File: config.mk
export PLATFORM = sky130hd
export DESIGN_NAME = mul_arbiter
export DESIGN_NICKNAME = d
export VERILOG_FILES = /design/src/rtl/mul_arbiter.sv
export SDC_FILE = /design/constraint.sdc
export NUM_CORES = 1
export LEC_CHECK = 0
export CAP_MARGIN = 30
export CORE_MARGIN = 3
export CORE_UTILIZATION = 40
export CTS_BUF_LIST = sky130_fd_sc_hd__clkbuf_2 sky130_fd_sc_hd__clkbuf_4 sky130_fd_sc_hd__clkbuf_8
export DETAILED_ROUTE_END_ITERATION = 7
export PLACE_DENSITY = 0.74
export SKIP_CTS_REPAIR_TIMING = 1
export SLEW_MARGIN = 20
export SYNTH_ARGS = -nofsm -noshare
export SYNTH_HDL_FRONTEND = slang
export SYNTH_SLANG_ARGS = --single-unit
export TNS_END_PERCENT = 30
File: constraint.sdc
create_clock -name clk -period 3.2 [get_ports clk]
set_input_delay 0.32 -clock clk [delete_from_list [all_inputs] [get_ports clk]]
set_output_delay 0.32 -clock clk [all_outputs]
set_load 0.005 [all_outputs]
File: src/rtl/mul_arbiter.sv
// Round-robin arbiter sharing one iterative multiplier among NUM_REQ requesters.
// One transaction in flight; the result is held on rsp_valid/rsp_data until the granted requester accepts it.
module mul_arbiter #(
    parameter int WIDTH   = 2,
    parameter int NUM_REQ = 2,
    parameter int TIMEOUT = 16
) (
    input  logic                       clk,
    input  logic                       rst_n,
    input  logic [NUM_REQ-1:0]         req_valid,
    output logic [NUM_REQ-1:0]         req_ready,
    input  logic [NUM_REQ*WIDTH-1:0]   req_a,
    input  logic [NUM_REQ*WIDTH-1:0]   req_b,
    output logic [NUM_REQ-1:0]         rsp_valid,
    input  logic [NUM_REQ-1:0]         rsp_ready,
    output logic [2*WIDTH-1:0]         rsp_data,
    output logic                       mul_in_valid,
    output logic [WIDTH-1:0]           mul_a,
    output logic [WIDTH-1:0]           mul_b,
    input  logic [2*WIDTH-1:0]         mul_o,
    input  logic                       mul_out_valid,
    output logic                       fault
);

    localparam int PW = $clog2(NUM_REQ);
    localparam int IW = PW + 1;
    localparam int CW = $clog2(TIMEOUT + 1);

    typedef enum logic [2:0] {IDLE, ISSUE, WAIT, DRAIN, RESP} state_t;

    state_t              state, state_nxt;
    logic [PW-1:0]       ptr, grant, win_idx, cand;
    logic [IW-1:0]       idx_sum;
    logic                win_any;
    logic [WIDTH-1:0]    op_a, op_b;
    logic [2*WIDTH-1:0]  result;
    logic [CW-1:0]       cnt;
    logic                fault_q;

    // Scan downwards so the candidate closest to ptr is the last one written.
    always_comb begin
        win_any = 1'b0;
        win_idx = '0;
        idx_sum = '0;
        cand    = '0;
        for (int i = NUM_REQ - 1; i >= 0; i--) begin
            idx_sum = {1'b0, ptr} + IW'(i);
            if (idx_sum >= IW'(NUM_REQ))
                idx_sum = idx_sum - IW'(NUM_REQ);
            cand = idx_sum[PW-1:0];
            if (req_valid[cand]) begin
                win_any = 1'b1;
                win_idx = cand;
            end
        end
    end

    always_ff @(posedge clk or negedge rst_n) begin
        if (!rst_n) state <= IDLE;
        else        state <= state_nxt;
    end

    always_comb begin
        state_nxt = state;
        case (state)
            IDLE:  if (win_any) state_nxt = ISSUE;
            ISSUE: state_nxt = WAIT;
            WAIT:  if (mul_out_valid || cnt == CW'(TIMEOUT - 1)) state_nxt = DRAIN;
            DRAIN: if (!mul_out_valid) state_nxt = RESP;
            RESP:  if (rsp_ready[grant]) state_nxt = IDLE;
            default: state_nxt = IDLE;
        endcase
    end

    always_comb begin
        req_ready = '0;
        rsp_valid = '0;
        if (rst_n && state == IDLE && win_any)
            req_ready = NUM_REQ'(1) << win_idx;
        if (state == RESP)
            rsp_valid = NUM_REQ'(1) << grant;
    end

    assign mul_in_valid = (state == ISSUE);
    assign mul_a        = op_a;
    assign mul_b        = op_b;
    assign rsp_data     = result;
    assign fault        = fault_q;

    always_ff @(posedge clk or negedge rst_n) begin
        if (!rst_n) begin
            ptr     <= '0;
            grant   <= '0;
            op_a    <= '0;
            op_b    <= '0;
            result  <= '0;
            cnt     <= '0;
            fault_q <= 1'b0;
        end else begin
            case (state)
                IDLE: if (win_any) begin
                    grant <= win_idx;
                    op_a  <= req_a[win_idx*WIDTH +: WIDTH];
                    op_b  <= req_b[win_idx*WIDTH +: WIDTH];
                    cnt   <= '0;
                end
                WAIT: begin
                    // A real result arriving on the last allowed cycle still wins over the timeout.
                    if (mul_out_valid) begin
                        result <= mul_o;
                    end else if (cnt == CW'(TIMEOUT - 1)) begin
                        result  <= '1;
                        fault_q <= 1'b1;
                    end else begin
                        cnt <= cnt + CW'(1);
                    end
                end
                RESP: if (rsp_ready[grant]) begin
                    if (grant == PW'(NUM_REQ - 1)) ptr <= '0;
                    else                           ptr <= grant + PW'(1);
                end
                default: ;
            endcase
        end
    end

endmodule

==> results of run 1 <==
[power by group]
| group | total, mW | internal [mW] | switching (mW) |
|---|---|---|---|
| sequential | 0.429 | 0.333 | 0.0953 |
| combinational | 0.471 | 0.278 | 0.193 |
| clock | 0.125 | 0.0467 | 0.0786 |
| total | 1.03 | 0.658 | 0.367 |
[per-stage QoR]
step / setup slack [ns] / std cells / hold WS, ns
CTS: 0.728 / 156 / 0.220
detailed placement: 0.729 / 152 / 0.470
finish: 0.728 / 156 / 0.218
floorplan: 1.44 / 92 / 0.0244
global placement: 0.777 / 152 / 0.454
global route: 0.641 / 156 / 0.207
[synthesized netlist by cell type]
library cell  count  share of area
nand3b_1          4          0.030
nand3_1           2          0.010
a31o_2            1         0.0088
o22a_1            4          0.035
o21ai_0           5          0.025
o2bb2ai_1         4          0.035
nand2_1           4          0.015
clkbuf_1          1         0.0038
mux2i_1           1          0.010
nor2_4            1          0.011
or3b_4            1          0.011
nor3_2            1          0.010
a21oi_1           6          0.030
a211oi_1          1         0.0076
nor3b_2           1          0.013
and3b_1           1         0.0088
nor4b_1           1         0.0088
or2_0             1         0.0063
nor3b_1           1         0.0076
mux2_4            1          0.015
nor3_4            1          0.016
and3_1            2          0.013
nor2b_1           4          0.025
ha_1              2          0.025
a22oi_2           1          0.013
inv_1             5          0.019
a31oi_1           5          0.031
buf_6             1          0.011
a22o_2            1          0.010
xnor2_1           1         0.0088
a32o_1            1          0.010
and2_2            1         0.0076
dfrtp_1          19           0.48
a22o_1            1         0.0088
nor2_1            5          0.019
[layer usage]
layer | routed length, um | up-vias
met2 | 1090 | 21
met4 | 23 | 0
met5 | 0 | -
met3 | 140 | 4
li1 | - | 415
met1 | 1010 | 403
[worst reg2reg max path: stages (launching register included)]
cell and delay [ns]:
dfrtp_1 0.43, ha_1 0.23, and3_1 0.16, ha_1 0.26, nor2_1 0.33, a22oi_2 0.17, mux2_4 0.29
[logic make-up after synthesis]
family / share of synthesized area
adders and majority gates: 0.0252
muxes: 0.0252
DFF: 0.479
AOI/OAI and AO/OA: 0.215
xor gates and xnor gates: 0.00882
buffers and inverters: 0.0340
and+or+nand+nor: 0.213
[cell type report]
| class | count | area [um2] | share of cell area |
|---|---|---|---|
| inverter | 5 | 18.8 | 0.0136 |
| sequential | 19 | 475 | 0.345 |
| tap | 28 | 35.0 | 0.0255 |
| multi-input combinational | 66 | 484 | 0.352 |
| timing repair buffer | 34 | 335 | 0.244 |
| clock buffer | 3 | 22.5 | 0.0164 |
| clock inverter | 1 | 5.00 | 0.00364 |
[final timing paths]
kind / cells after the start / start / slack (ns) / to
min reg2reg: 1 / fault$_DFFE_PN0P_ / 0.49 / fault$_DFFE_PN0P_
max: 5 / req_valid[1] / 0.73 / req_ready[0]
min in group clk: 1 / fault$_DFFE_PN0P_ / 0.49 / fault$_DFFE_PN0P_
max in group asynchronous: 2 / rst_n / 2.50 / grant$_DFFE_PN0P_
max reg2reg: 6 / cnt[0]$_DFFE_PN0P_ / 1.23 / cnt[0]$_DFFE_PN0P_
min: 1 / rst_n / 0.22 / mul_a[1]$_DFFE_PN0P_
[registers in the layout, indices dropped and copies added, names as in the netlist]
name / cells
cnt: 5
state: 3
grant: 1
mul_b: 2
rsp_data: 4
mul_a: 2
ptr: 1
fault: 1
==> results, run 1 <==
- The flow ran to the end, and the final reports show no timing, DRC or antenna violations.
- From left edge to right edge, the die measures around 56 um.
- After detailed routing, the number of vias per cell comes to ~5.4.
- IR analysis of the VDD net gives a maximum drop of 0.449 mV.
- The number of endpoints with negative hold slack in the final report is 0.
- The core footprint is roughly 0.0023 mm2.
- The most common cell after layout, fill and taps aside is clkdlybuf4s50_1.
- The final count of pins violating max slew is 0.
- TritonCTS built the clock tree.
- The maximum achievable frequency is just over 0.4 GHz.
- The floorplan has 17 rows.
- The placer congestion estimate is ~0.77.
- For this run, the slowest stage of the critical path takes 0.55 ns.
- The number of max-capacitance violations reported is 0.
- In this run the clock root is driven by a clkbuf_4.
- The wire length per cell after detailed routing is 14.5 um.
- The fraction of layout cells with a size suffix above 1 is 0.125.
- 0 antenna diodes ended up in the layout.
- The first detailed-routing pass took 4 iterations.
- The kind of end point of the critical path is an output port.
- The number of antenna violations at the first check in global routing is 0.
- The most used cell along the critical path is clkdlybuf4s50_1.
- The antenna violation net count after detailed routing is 0.
- Walking the worst path, the cells encountered are clkdlybuf4s50_1, or2_0, and2_2, and3b_1, clkdlybuf4s50_1.
- The highest net fanout along the worst path is 7.
- The met3 capacity usage during global routing is 0.0580.
- Detailed placement finished with a half-perimeter wire length of around 1.8 mm.
- The critical path class is input port to output port.
- Clock-pin slew was measured on the worst setup and hold paths at roughly 0.10 ns.
- The starting density of the core is 0.437.
- After synthesis the netlist holds a flip-flop and latch count of 19.
- The number of buffers and inverters on the critical path is 2.
- In the finished design, the share of the clock period the worst path needs comes to 0.773.
- The insertion delay of the later-clocked pin in the worst-skew pair is approximately 0.31 ns.
- Summed over all layers, the routed wires come to between 2 and 2.5 mm.
- The first routing iteration left 25 violations.
- For met1 alone, demand over resource in global routing was 0.200.
- The remaining global-route overflow is 0.
- In this run the number of H-tree levels came out at 1.
- The utilization of the core after routing is 0.605.
- Measured along the y axis, the die boundary spans around 56 um.
- The total global-route track usage is 0.158.
- The count of synthesis-stage warnings from yosys is 0.
- The cell with the largest stage delay on the worst path is clkdlybuf4s50_1.
- After layout, the design draws a total of about 1.0 mW.
- Data on the critical path arrives at its endpoint at between 2 and 2.5 ns.
- Among cell families on the critical path, the largest total delay comes from buffers and inverters.
- In the layout the commonest cells are 32 x clkdlybuf4s50_1, 19 x dfrtp_1, 6 x a21oi_1.
- The die covers ~0.0031 mm2.
- The synthesis-to-layout area growth is 38.5%.
- The path class of the tightest hold or removal check is input port to asynchronous set/reset pin.
- TritonCTS created 3 clock buffers.
- The largest net degree at the start of global routing is 19.
- The clock skew after layout is about 0.014 ns.
- The clock sink count is 19.
- After detailed placement, the total cell area comes to about 0.0013 mm2.
- The share of the Yosys chip area taken by registers is 0.479.
- When the netlist entered floorplanning its net count stood at ~110.
- met2 is the most crowded layer.
- Adding up every negative setup slack in the final design gives 0 ns.
- The wire length of the first global-routing pass is about 3.9 mm.
- For the worst setup path, the data required time is around 2.9 ns.
- At the pin with the least slew margin, the transition time is 0.417 ns.
- Summing every instance area after synthesis gives about 1000 um2.
- For this run, the post-layout net count is 150.
- STA classifies the critical path startpoint as an input port.
- The count of pins on the block boundary is 33.
- Setup violations remaining at the end of the flow were counted as 0.
- For this design the static power due to leakage is 0.552 nW.
- The total number of vias is about 840.
- The clock period minus final worst setup slack is between 2 and 2.5 ns.
- Dividing the synthesized area by the synthesized cell count gives roughly 11 um2.
- The global-route track usage on met2 is 0.257.
- The power density of the placed cells is roughly 750 mW/mm2.
- No sink is reached through more buffers than the 2 on the longest clock path.
- Port buffering added 32 buffers.
- The detailed-route DRC error count is 0.
- The via count of the first global-routing pass came to between 800 and 900.
- Setup repair after global routing left no endpoint under its margin.
- The synthesized netlist contains 35 unique library cells.
- Fill cells in the final layout number around 190.
- The worst pin sits at a relative slew slack of 0.721.
- The synthesized instance count is 92.
- Once layout is done, the placed cells without fillers occupy approximately 0.0014 mm2.
No activity file was read; power rests on OpenSTA's default activity.
==> inputs of run 2 (changes only) <==
==> constraint.sdc (replaced) <==
create_clock -name clk -period 2.53 [get_ports clk]
set_input_delay 0.253 -clock clk [delete_from_list [all_inputs] [get_ports clk]]
set_output_delay 0.253 -clock clk [all_outputs]
set_load 0.005 [all_outputs]
==> results, run 2 (same netlist as run 1, synthesis figures left out) <==
- The CTS tree is built (unchanged).
- The max-slew headroom at the worst pin came to 0.734 (was 0.721).
- The synthesis-to-layout area growth is 39.3% (was 38.5%).
- Unrepaired setup endpoints after global routing: no (unchanged).
- The number of buffers added on ports was 32 (unchanged).
- The cell area after placement came to 0.00136 mm2 (was 0.00135 mm2).
- The met3 capacity usage during global routing came to 0.0603 (was 0.0580).
- The global-route track usage on met2 was 0.274 (was 0.257).
- The clock root buffer is clkbuf_4 (unchanged).
- The clock sink count is 19 (unchanged).
- The critical path depth in cells is 4 (was 5).
- The fraction of the cycle the final worst path needs is 0.868.
- The total setup violations reported at the end of the flow is 0 (unchanged).
- The number of buffers and inverters on the critical path is 1 (was 2).
- The cell with the largest stage delay on the worst path is dfrtp_1 (was clkdlybuf4s50_1).
- The total global-route track usage came to 0.165 (was 0.158).
- The worst IR drop on VDD is 0.558 mV (was 0.449 mV).
- The critical path's largest stage delay is 0.53 ns (was 0.55 ns).
- The summed negative setup slack over all endpoints was 0 ns (unchanged).
- The cell count of the worst reg-to-reg path was 6 (unchanged).
- The worst-case hold slack was 0.146 ns (was 0.218 ns).
- The largest net degree at the start of global routing is 19 (unchanged).
- The met1 track utilization from global routing was 0.209 (was 0.200).
- The insertion delay of the later-clocked pin in the worst-skew pair is 0.30 ns (was 0.31 ns).
- The starting density of the core was 0.437 (unchanged).
- The path type of the worst min-delay path is input port to asynchronous set/reset pin (unchanged).
- The final count of pins violating max slew came to 0 (unchanged).
- The wire length of the first global-routing pass was 4.09 mm (was 3.88 mm).
- The final cell area excluding filler cells is 0.00138 mm2 (about the same).
- The startpoint type of the worst setup path is a flip-flop (was input port).
- The clock skew after layout was 0.00234 ns (was 0.0144 ns).
- The number of fillers in the final layout is 194 (was 193).
- The number of flip-flops under the largest register name was 5 (unchanged).
- The data required time at the worst endpoint is 2.28 ns (was 2.88 ns).
- The total number of vias is 843 (unchanged).
- The detailed-route DRC error count was 0 (unchanged).
- The number of antenna violations at the first check in global routing was 0 (unchanged).
- The antenna violation net count after detailed routing was 0 (unchanged).
- The transition time at the pin with the least slew margin is 0.398 ns (was 0.417 ns).
- The fraction of layout cells with a size suffix above 1 is 0.132 (was 0.125).
- Status: complete, no violations (unchanged).
- The placer congestion estimate is 0.759 (was 0.771).
- The arrival time at the worst endpoint was 1.94 ns (was 2.15 ns).
- The number of endpoints with negative hold slack in the final report was 0 (unchanged).
- The count of pins on the block boundary is 33 (unchanged).
- The clock-pin slew reported for the worst setup and hold paths after clock tree synthesis is 0.12 ns (was 0.10 ns).
- The count of TritonRoute iterations in the first routing pass is 4 (unchanged).
- The floorplan die area is 0.00312 mm2 (unchanged).
- The count of antenna diodes in the layout came to 0 (unchanged).
- The remaining global-route overflow is 0 (unchanged).
- The number of H-tree branching levels was 1 (unchanged).
- The cell family with the largest share of critical-path delay is simple AND/OR/NAND/NOR gates (was buffers and inverters).
- The die span in y is 55.8 um (unchanged).
- Commonest cells after routing, fill and taps aside: 32 x clkdlybuf4s50_1, 19 x dfrtp_1, 6 x a21oi_1 (unchanged).
- The busiest layer in global routing is met2 (unchanged).
- The clock period minus final worst setup slack is about 2.2 ns.
- The highest net fanout along the worst path is 11 (was 7).
- The standby leakage power is 0.556 nW (was 0.552 nW).
- Worst path cell trace: nor3_2, and2_2, and3b_1, clkdlybuf4s50_1 (was clkdlybuf4s50_1, or2_0, and2_2, and3b_1, clkdlybuf4s50_1).
- The via density per instance is 5.37 (was 5.40).
- The via count of the first global-routing pass came to 881 (was 819).
- The number of max-capacitance violations reported is 0 (unchanged).
- The floorplan row count is 17 (unchanged).
- The critical path class is flip-flop to output port (was input port to output port).
- The detailed router's first-iteration violation count was 12 (was 25).
- The deepest clock path buffer count is 2 (unchanged).
- The CTS buffer count is 3 (unchanged).
- The HPWL after detailed placement is 1.85 mm (was 1.80 mm).
- The register ranked first by flip-flop count is cnt (unchanged).
- The most common cell after layout, fill and taps aside is clkdlybuf4s50_1 (unchanged).
- Based on the critical path, the design can be clocked at up to roughly 0.46 GHz.
- The layout net count came to 151 (was 150).
- The power density of the placed cells is 943 mW/mm2 (was 745 mW/mm2).
- The kind of end point of the critical path is an output port (unchanged).
- The die span in x is 55.8 um (unchanged).
- The wire length per cell after detailed routing is 15.2 um (was 14.5 um).
- The core footprint is 0.00228 mm2 (unchanged).
- The total power of the final layout is 1.31 mW (was 1.03 mW).
- The total wirelength of the detailed-routed design came to 2.39 mm (was 2.27 mm).
-- run 2: cell count changes in the layout (fill, tap and decap cells not counted) --
cell,delta
buf_4,+1
-- run 2: worst register-to-register path: cells and delay by family, from the launching register on --
family / cells / cell delay, ns
AO/OA/AOI/OAI: 1 / 0.17
adder cells (fa/ha/maj): 2 / 0.50
flip-flops: 1 / 0.43
multiplexers: 1 / 0.29
AND/OR/NAND/NOR: 2 / 0.47
-- run 2: layout make-up --
cell class | instances | area [um2] | share of cell area
multi-input cells | 66 | 484 | 0.350
flip-flops and latches | 19 | 475 | 0.344
repair buffers | 35 | 343 | 0.248
well taps | 28 | 35.0 | 0.0253
clock buffers | 3 | 22.5 | 0.0163
inverters | 5 | 18.8 | 0.0136
clock inverters | 1 | 5.00 | 0.00362
-- run 2: power by group --
group / leakage (nW) / switching, mW / internal [mW] / total (mW)
Combinational: 0.312 / 0.251 / 0.354 / 0.604
Clock: 0.0177 / 0.101 / 0.0589 / 0.160
Sequential: 0.227 / 0.120 / 0.421 / 0.541
Total: 0.556 / 0.471 / 0.834 / 1.31
-- run 2: per-layer routing --
metal  share of wire  vias to the layer above  wire (um)
met3           0.057                        2        137
li1                -                      417          -
met2            0.49                       22       1170
met5               0                        -          0
met1            0.45                      402       1070
met4          0.0054                        0         13
-- run 2: final timing paths --
kind / from / slack [ns] / endpoint
worst min-delay path: rst_n / 0.15 / mul_a[1]$_DFFE_PN0P_
max in group asynchronous: rst_n / 1.90 / ptr$_DFFE_PN0P_
worst max register to register: cnt[0]$_DFFE_PN0P_ / 0.56 / cnt[0]$_DFFE_PN0P_
worst min register to register: fault$_DFFE_PN0P_ / 0.48 / fault$_DFFE_PN0P_
min in group clk: fault$_DFFE_PN0P_ / 0.48 / fault$_DFFE_PN0P_
worst max-delay path: state[2]$_DFFE_PN0P_ / 0.33 / req_ready[0]
-- run 2: per-stage QoR --
| stage | utilization | worst slack, ns | instances |
|---|---|---|---|
| after floorplan | - | 0.769 | 92 |
| after global placement | 0.596 | 0.430 | 153 |
| after detailed placement | 0.596 | 0.367 | 153 |
| after CTS | 0.608 | 0.319 | 157 |
| after global routing | 0.608 | 0.187 | 157 |
| final | 0.608 | 0.334 | 157 |
==> inputs of run 3 (changes only) <==
--- a/config.mk
+++ b/config.mk
@@ -5,12 +5,13 @@
 export SDC_FILE = /design/constraint.sdc
 export NUM_CORES = 1
 export LEC_CHECK = 0
+export ABC_AREA = 1
 export CAP_MARGIN = 30
 export CORE_MARGIN = 3
 export CORE_UTILIZATION = 40
 export CTS_BUF_LIST = sky130_fd_sc_hd__clkbuf_2 sky130_fd_sc_hd__clkbuf_4 sky130_fd_sc_hd__clkbuf_8
 export DETAILED_ROUTE_END_ITERATION = 7
-export PLACE_DENSITY = 0.74
+export PLACE_DENSITY = 0.75
 export SKIP_CTS_REPAIR_TIMING = 1
 export SLEW_MARGIN = 20
 export SYNTH_ARGS = -nofsm -noshare
==> results, run 3 <==
- The cell area after placement was 0.00134 mm2 (was 0.00136 mm2).
- The post-synthesis simple-gate area fraction is 0.353 (was 0.213).
- The cell with the most instances after synthesis is nand2_1 (was dfrtp_1).
- The starting density of the core is 0.432 (was 0.437).
- The wire length per cell after detailed routing is 11.3 um (was 15.2 um).
- The floorplan row count is 17 (unchanged).
- The highest net fanout along the worst path came to 10 (was 11).
- Commonest cells after routing, fill and taps aside: 47 x nand2_1, 32 x clkdlybuf4s50_1, 19 x dfrtp_1 (was 32 x clkdlybuf4s50_1, 19 x dfrtp_1, 6 x a21oi_1).
- The share of the yosys chip area belonging to registers was 0.484 (was 0.479).
- The register ranked first by flip-flop count was cnt (unchanged).
- The CTS buffer count is 3 (unchanged).
- The detailed router's first-iteration violation count is 15 (was 12).
- The layout net count is 185 (was 151).
- The number of max-capacitance violations reported is 0 (unchanged).
- The most instantiated flip-flop cell in the synthesis netlist is dfrtp_1 (unchanged).
- The post-route worst setup slack is 0.324 ns (was 0.334 ns).
- The largest net degree at the start of global routing is 20 (was 19).
- The number of antenna violations at the first check in global routing is 0 (unchanged).
- The die span in x is 55.6 um (was 55.8 um).
- The critical path class was flip-flop to output port (unchanged).
- The count of pins on the block boundary is 33 (unchanged).
- The post-synth net total is 147 (was 113).
- The via count of the first global-routing pass came to 929 (was 881).
- The synthesized area is 982 um2 (was 993 um2).
- The cell type contributing the most total cell area after synthesis was dfrtp_1 (unchanged).
- The number of buffers added on ports is 32 (unchanged).
- The HPWL after detailed placement is 1.74 mm (was 1.85 mm).
- The utilization of the core after routing came to 0.601 (was 0.608).
- The die span in y came to 55.6 um (was 55.8 um).
- The number of flip-flops under the largest register name is 5 (unchanged).
- The total power of the final layout was 1.21 mW (was 1.31 mW).
- The most common cell after layout, fill and taps aside is nand2_1 (was clkdlybuf4s50_1).
- The number of endpoints with negative hold slack in the final report is 0 (unchanged).
- The worst IR drop on VDD is 0.512 mV (was 0.558 mV).
- The arrival time at the worst endpoint came to 1.95 ns (was 1.94 ns).
- The number of cells in the design after placement was 187 (was 153).
- The synthesized instance count is 126 (was 92).
- The clock root buffer is clkbuf_4 (unchanged).
- The adder-cell share of the synthesized area is 0.0255 (was 0.0252).
- The floorplan die area is 0.00309 mm2 (was 0.00312 mm2).
- The count of antenna diodes in the layout is 0 (unchanged).
- Status: complete, no violations (unchanged).
- The area fraction of the dominant cell type after synthesis is 0.484 (was 0.479).
- The total setup violations reported at the end of the flow came to 0 (unchanged).
- The count of state elements after synthesis is 19 (unchanged).
- The count of TritonRoute iterations in the first routing pass is 4 (unchanged).
- The dominant combinational cell family by area after synthesis is simple AND/OR/NAND/NOR gates (was compound AO/OA/AOI/OAI gates).
- The summed negative setup slack over all endpoints was 0 ns (unchanged).
- The clock skew after layout is 0.000561 ns (was 0.00234 ns).
- The clock sink count is 19 (unchanged).
- The total global-route track usage is 0.151 (was 0.165).
- The final cell area excluding filler cells is 0.00137 mm2 (was 0.00138 mm2).
- The maximum achievable frequency is 0.453 GHz (was 0.455 GHz).
- The data required time at the worst endpoint came to 2.28 ns (about the same).
- Unrepaired setup endpoints after global routing: no (unchanged).
- The fraction of the mapped netlist area in compound gates was 0.0713 (was 0.215).
- The remaining global-route overflow came to 0 (unchanged).
- The per-instance average area after synthesis is 7.80 um2 (was 10.8 um2).
- The multi-input gate area in the final layout is 450 um2 (was 484 um2).
- The detailed-route DRC error count is 0 (unchanged).
- The number of flops mapped to enable cells by yosys is 0 (unchanged).
- The worst-case hold slack is 0.359 ns (was 0.146 ns).
- The area occupied by registers was 475 um2 (unchanged).
- The CTS tree is built (unchanged).
- The count of synthesis-stage warnings from yosys is 0 (unchanged).
- Most frequent cells after synthesis: 47 x nand2_1, 19 x dfrtp_1, 13 x nor2_1, 11 x inv_1, 10 x nand3_1 (was 19 x dfrtp_1, 6 x a21oi_1).
- The core footprint is 0.00228 mm2 (unchanged).
- The synthesis-to-layout area growth is 39.4% (was 39.3%).
- The clock period minus final worst setup slack is 2.21 ns (was 2.20 ns).
- The clock-pin slew reported for the worst setup and hold paths after clock tree synthesis is 0.11 ns (was 0.12 ns).
- The standby leakage power was 0.659 nW (was 0.556 nW).
- The fraction of layout cells with a size suffix above 1 is 0.0859 (was 0.132).
- The post-place setup slack came to 0.405 ns (was 0.367 ns).
- The insertion delay of the later-clocked pin in the worst-skew pair is 0.29 ns (was 0.30 ns).
- The path type of the worst min-delay path is input port to asynchronous set/reset pin (unchanged).
- The number of distinct library cells after synthesis is 23 (was 35).
- The power density of the placed cells was 884 mW/mm2 (was 943 mW/mm2).
- The max-slew headroom at the worst pin was 0.817 (was 0.734).
- The fraction of the cycle the final worst path needs is 0.872 (was 0.868).
- The transition time at the pin with the least slew margin is 0.274 ns (was 0.398 ns).
- The wire length of the first global-routing pass came to 3.77 mm (was 4.09 mm).
- The kind of end point of the critical path was an output port (unchanged).
- Cell types occupying the most area after synthesis: dfrtp_1 48%, nand2_1 18%, nand3_1 5.1%, nor2_1 5.0%, inv_1 4.2% (was dfrtp_1 48%, o22a_1 3.5%, o2bb2ai_1 3.5%, a31oi_1 3.1%, a21oi_1 3.0%).
- The via density per instance is 4.90 (was 5.37).
- The number of fillers in the final layout is 222 (was 194).
- The antenna violation net count after detailed routing is 0 (unchanged).
- The placer congestion estimate is 0.757 (was 0.759).
- The final count of pins violating max slew is 0 (unchanged).
- The number of H-tree branching levels is 1 (unchanged).
- The number of standard cells in the layout, taps in and fillers out is 191 (was 157).
- The total wirelength of the detailed-routed design is 2.15 mm (was 2.39 mm).
- The async set-or-reset flop fraction in the synthesized netlist is 1.00 (unchanged).
- The total number of vias was 936 (was 843).
- The deepest clock path buffer count is 2 (unchanged).
- The xor and xnor fraction of the mapped netlist area is 0.00892 (was 0.00882).
- The startpoint type of the worst setup path was a flip-flop (unchanged).
- The multiplexer area fraction after synthesis is 0 (was 0.0252).
==> run 3: cell count changes in the layout (fill, tap and decap cells not counted), moves of 5 or more <==
cell / before / now
a21oi_1: 6 / 0
a31oi_1: 5 / 0
inv_1: 5 / 11
nor2_1: 5 / 13
nand3_1: 2 / 10
nand2_1: 4 / 47
==> run 3: cell type report <==
cell class	count	area share
clock buffer	3	0.0165
clock inverter	1	0.00366
inverter	12	0.0329
sequential	19	0.347
timing repair buffer	34	0.245
tap	28	0.0256
multi-input combinational	94	0.329
==> run 3: worst paths after layout <==
check	slack (ns)	cells past startpoint	start	to
max	0.32	5	state[1]$_DFFE_PN0P_	req_ready[0]
min reg2reg	0.49	2	mul_b[0]$_DFFE_PN0P_	mul_b[0]$_DFFE_PN0P_
max in group asynchronous	1.98	2	rst_n	cnt[0]$_DFFE_PN0P_
min in group clk	0.49	2	mul_b[0]$_DFFE_PN0P_	mul_b[0]$_DFFE_PN0P_
max reg2reg	0.89	9	cnt[0]$_DFFE_PN0P_	rsp_data[0]$_DFFE_PN0P_
min	0.36	2	rst_n	rsp_data[3]$_DFFE_PN0P_
==> run 3: metal layers <==
layer	GRT usage	wire, um	vias up
li1	-	-	474
met1	0.180	968	429
met2	0.260	1020	31
met3	0.0327	153	2
met4	0.0625	12	0
met5	0	0	-
==> run 3: cells by family after synthesis <==
family,count (synthesis)
fa+ha+maj,2
simple gates,79
buf+inv,13
compound gates,12
xor+xnor,1
flops,19
==> run 3: critical path, stage by stage, from the launching register on <==
cell,delay [ns]
dfrtp_1,0.48
nor2_2,0.23
nand3b_2,0.11
buf_4,0.19
nor3_1,0.13
clkdlybuf4s50_1,0.53
==> run 3: power by group <==
group	total, mW	switching [mW]	leakage, nW	internal [mW]
Combinational	0.556	0.277	0.398	0.279
Clock	0.151	0.0924	0.0177	0.0588
Sequential	0.502	0.0878	0.243	0.414
